$ cat src/rtl/arb4_sched.sv
// Four-requester arbiter for one shared resource: fixed-priority or round-robin
// selection, grant held while requested, capped at MAX_HOLD consecutive cycles.
module arb4_sched #(
    parameter int MAX_HOLD = 16
) (
    input  logic       clk,
    input  logic       rst_n,
    input  logic [3:0] req,
    input  logic       mode,
    output logic [3:0] gnt,
    output logic [1:0] gnt_id,
    output logic       gnt_valid,
    output logic       timeout
);
    localparam int CW = $clog2(MAX_HOLD);
    localparam logic [CW-1:0] CNT_MAX = CW'(MAX_HOLD - 1);

    typedef enum logic {IDLE, BUSY} state_t;

    state_t        state;
    logic [1:0]    own;
    logic [1:0]    last;
    logic [CW-1:0] cnt;

    logic       expire;
    logic       release_own;
    logic [3:0] cand;
    logic       arb;
    logic [1:0] winner;

    // Round-robin scans descending offsets so the smallest offset from last+1 lands last.
    function automatic logic [1:0] pick(input logic [3:0] r, input logic rr, input logic [1:0] lst);
        logic [1:0] w;
        logic [1:0] idx;
        w = 2'd0;
        if (rr) begin
            for (int i = 3; i >= 0; i--) begin
                idx = lst + 2'(i + 1);
                if (r[idx]) w = idx;
            end
        end else begin
            for (int i = 0; i < 4; i++) begin
                if (r[i]) w = 2'(i);
            end
        end
        return w;
    endfunction

    always_comb begin
        expire      = (state == BUSY) && req[own] && (cnt == CNT_MAX);
        release_own = (state == BUSY) && !req[own];
        cand        = req & ~(4'b0001 << own);
        arb         = ((state == IDLE) && (req != 4'b0000)) || expire || (release_own && (cand != 4'b0000));
        if (state == IDLE)
            winner = pick(req, mode, last);
        else if (cand != 4'b0000)
            winner = pick(cand, mode, last);
        else
            winner = own;
    end

    always_ff @(posedge clk) begin
        if (!rst_n) begin
            state     <= IDLE;
            own       <= 2'd0;
            last      <= 2'd3;
            cnt       <= '0;
            gnt       <= 4'b0000;
            gnt_id    <= 2'd0;
            gnt_valid <= 1'b0;
            timeout   <= 1'b0;
        end else begin
            timeout <= expire;
            if (arb) begin
                state     <= BUSY;
                own       <= winner;
                last      <= winner;
                cnt       <= '0;
                gnt       <= 4'b0001 << winner;
                gnt_id    <= winner;
                gnt_valid <= 1'b1;
            end else if (state == BUSY && req[own]) begin
                cnt <= cnt + 1'b1;
            end else if (state == BUSY) begin
                state     <= IDLE;
                cnt       <= '0;
                gnt       <= 4'b0000;
                gnt_id    <= 2'd0;
                gnt_valid <= 1'b0;
            end
        end
    end
endmodule

$ cat config.mk
export PLATFORM = sky130hd
export DESIGN_NAME = arb4_sched
export DESIGN_NICKNAME = d
export VERILOG_FILES = /design/src/rtl/arb4_sched.sv
export SDC_FILE = /design/constraint.sdc
export NUM_CORES = 1
export LEC_CHECK = 0
export ABC_CLOCK_PERIOD_IN_PS = 2400
export CORE_UTILIZATION = 54
export CTS_CLUSTER_SIZE = 20
export DETAILED_ROUTE_END_ITERATION = 8
export PLACE_DENSITY = 0.78
export SYNTH_ARGS = -nofsm -noshare
export SYNTH_HDL_FRONTEND = slang
export SYNTH_SLANG_ARGS = --single-unit
export TNS_END_PERCENT = 100
$ cat constraint.sdc
create_clock -name clk -period 2.4 [get_ports clk]
set_input_delay 0.36 -clock clk [delete_from_list [all_inputs] [get_ports clk]]
set_output_delay 0.36 -clock clk [all_outputs]
set_load 0.01 [all_outputs]
==> key figures <==
Floorplan
  • Chip height: 49.2 um
  • Row cnt: 16
  • Die Span X: 49.2 um
  • # IOs: 15
  • Initial Util: 59.5%
  • Die ar.: 0.00242 mm2
  • CORE AREA: 0.00202 mm2

Timing
  • Worst slew pin tran: about 0.51 ns
  • Min Tclk post-route: 2.20 ns
  • Setup Viol. Count Final: 0
  • Hold Vio Cnt, Final: 0
  • Max Clk Rate: 454 MHz
  • Period Utilization, post-route: a little over 90%
  • Slew Viols, Final: 0
  • Normalized max-slew margin: 65.7%
  • Final Skew: 0.00108 ns
  • RSZ-0062 raised after global routing: false

Yosys
  • Syn_area_per_cell: 7.29 um2
  • Netlist cell types: 44
  • Yosys reg bits: 17
  • Synth Cell Area: roughly 0.0012 mm2
  • Ys Warns: 0
  • Gate count after technology mapping: 165
  • Async SR Flop Fraction: 0%
  • Register area share after synthesis: 28.3%
  • Main synth FF type: dfxtp_1
  • Synth Net Count: 173
  • Number of synthesized flops with an enable pin: 0

Place
  • Port Buffers: 14
  • Placed Area: approximately 0.0015 mm2
  • Gpl congestion: 0.978
  • Post-DP HPWL: ~2400 um

Final layout
  • # nets final: slightly above 200
  • Layout area overhead: 26.7%
  • Final core utilization: roughly 75%
  • ANT cells: 0
  • Final Cell Area: 0.00152 mm2
  • Share of cells above drive strength 1: roughly 15%

Clocking
  • CTS max path bufs: 2
  • Reg clk slew, reported paths: around 0.090 ns
  • Root buffer cell: clkbuf_4
  • Post-CTS Setup Repair Bufs: 0
  • CTS sink count: 17
  • H-tree levels: 1
  • Hold_buf cts: 0
  • CTS Buf Count: 3
  • Worst skew pair latency: 0.28 ns
  • Post_cts resized: 0
  • CTS tree: yes

Routing
  • Pre-Repair DR Iteration Count: 4
  • DR DRC count: 0
  • Total length of routed wires: 3180 um
  • Routed len/inst: 14.4 um
  • 1st-iter DRT viols: 60
  • Via count: 1,365
  • Antenna-violating nets left: 0
  • Drt via density: 6.18

Worst setup path
  • WP data required: 2.59 ns
  • Critical path capture point type: flop
  • CP max FO: 7
  • Critical path startpoint: req[1]
  • Worst EP arrival: 2.39 ns
  • Crit start category: input pin
  • CP Class: in -> reg
  • Worst R2R Start: own[1]

Power
  • Peak supply drop: approximately 560 uV
  • P per Cell Area: 595 mW/mm2
  • Cell leakage power: about 0.62 nW

Run
  • Max-cap violations: 0

Global route
  • Remaining Overflow, GRT: 0
  • Initial antenna violation count: 0
  • First-pass GRT wire length: approximately 5400 um
  • Vias in the first global route: around 1,300
  • Largest net degree at the start of global routing: 17
  • Overall Global Routing Usage: between 20% and 30%

Worst hold path
  • Hold/Removal Path Class: reg -> reg
  • Hold path start: gnt_id[1]

Outcome
  • Status: finished, final reports clean
-- cells in the mapped netlist (3+ instances only) --
master | number | area share [%]
inv_1 | 7 | 2.2
nand2b_1 | 4 | 2.1
a21oi_1 | 16 | 6.7
buf_2 | 5 | 2.1
dfxtp_1 | 17 | 28
o21ai_0 | 11 | 4.6
nand4_1 | 3 | 1.6
xnor2_1 | 3 | 2.2
nand3_1 | 5 | 2.1
nor2_1 | 15 | 4.7
o211ai_1 | 5 | 3.1
mux2i_1 | 3 | 2.5
clkbuf_1 | 7 | 2.2
nor2b_1 | 3 | 1.6
nand2_1 | 24 | 7.5
-- metrics by stage --
step                power [mW]  setup TNS, ns  hold WS, ns  setup slack [ns]  std cells
finish                   0.907              0        0.455             0.195        221
global route             0.969              0        0.493            0.0663        221
detailed placement       0.754         -0.149        0.435           -0.0946        217
CTS                      0.901              0        0.457             0.210        221
global placement         0.740        -0.0355        0.432           -0.0355        217
floorplan                0.607              0        0.446             0.470        165
-- logic make-up after synthesis --
family                   share of synthesized area, %
AND/OR/NAND/NOR                                  26.2
AO/OA/AOI/OAI                                    30.6
buffers and inverters                            6.45
flip-flops                                       28.3
multiplexers                                     4.37
XOR/XNOR                                         2.19
adder cells (fa/ha/maj)                          1.87
-- worst paths after layout --
path	end	slack [ns]	cells after the start
min	gnt_id[1]	0.46	2
max	gnt[2]	0.20	7
max reg2reg	gnt[2]	0.22	6
min reg2reg	gnt_id[1]	0.46	2
-- layer usage --
metal / vias up / part of all wire, % / track usage [%] / wire, um
li1: 666 / - / - / -
met1: 617 / 44 / 39.7 / 1410
met2: 80 / 44 / 44.5 / 1410
met3: 2 / 11 / 5.61 / 337
met4: 0 / 0.57 / 5.39 / 18
met5: - / 0 / 0 / 0
-- flip-flops by register name, indices dropped and copies added (netlist names) --
| signal | cells |
|---|---|
| gnt | 4 |
| state | 1 |
| cnt | 4 |
| last | 2 |
| gnt_valid | 1 |
| timeout | 1 |
| gnt_id | 2 |
| own | 2 |
-- cells in the final DEF (no fill, tap or decap), types with 2 or more instances in the layout --
| cell type | n |
|---|---|
| o21ai_0 | 11 |
| and2_1 | 2 |
| o211ai_1 | 5 |
| nand2b_1 | 4 |
| inv_1 | 7 |
| nor3_1 | 2 |
| a32o_1 | 2 |
| a21oi_1 | 16 |
| buf_4 | 23 |
| mux2i_1 | 3 |
| o211a_1 | 2 |
| nor2_1 | 15 |
| nor2b_1 | 3 |
| a31oi_1 | 2 |
| nand4_1 | 3 |
| xnor2_1 | 3 |
| o22ai_1 | 2 |
| dfxtp_1 | 17 |
| nand3b_1 | 2 |
| clkbuf_4 | 3 |
| nand3_1 | 5 |
| clkdlybuf4s50_1 | 14 |
| nor3b_1 | 2 |
| nand2_1 | 24 |
-- worst max-delay path, cell delays in order --
cell	delay, ns
clkdlybuf4s50_1	0.60
inv_1	0.10
a221o_1	0.38
o311a_1	0.35
mux2i_1	0.22
o21ai_2	0.12
a32o_1	0.27
-- final cells by class --
cell class | instances | area (um2)
multi-input cells | 129 | 785
fillers | 154 | 498
flip-flops and latches | 17 | 340
repair buffers | 37 | 313
well taps | 27 | 33.8
clock buffers | 4 | 26.3
inverters | 7 | 26.3
-- power by group --
part	leakage [nW]	switching [mW]	internal (mW)
sequential	0.140	0.0457	0.313
clock	0.0150	0.0853	0.0646
combinational	0.462	0.200	0.199
No activity file was read; power rests on OpenSTA's default activity.
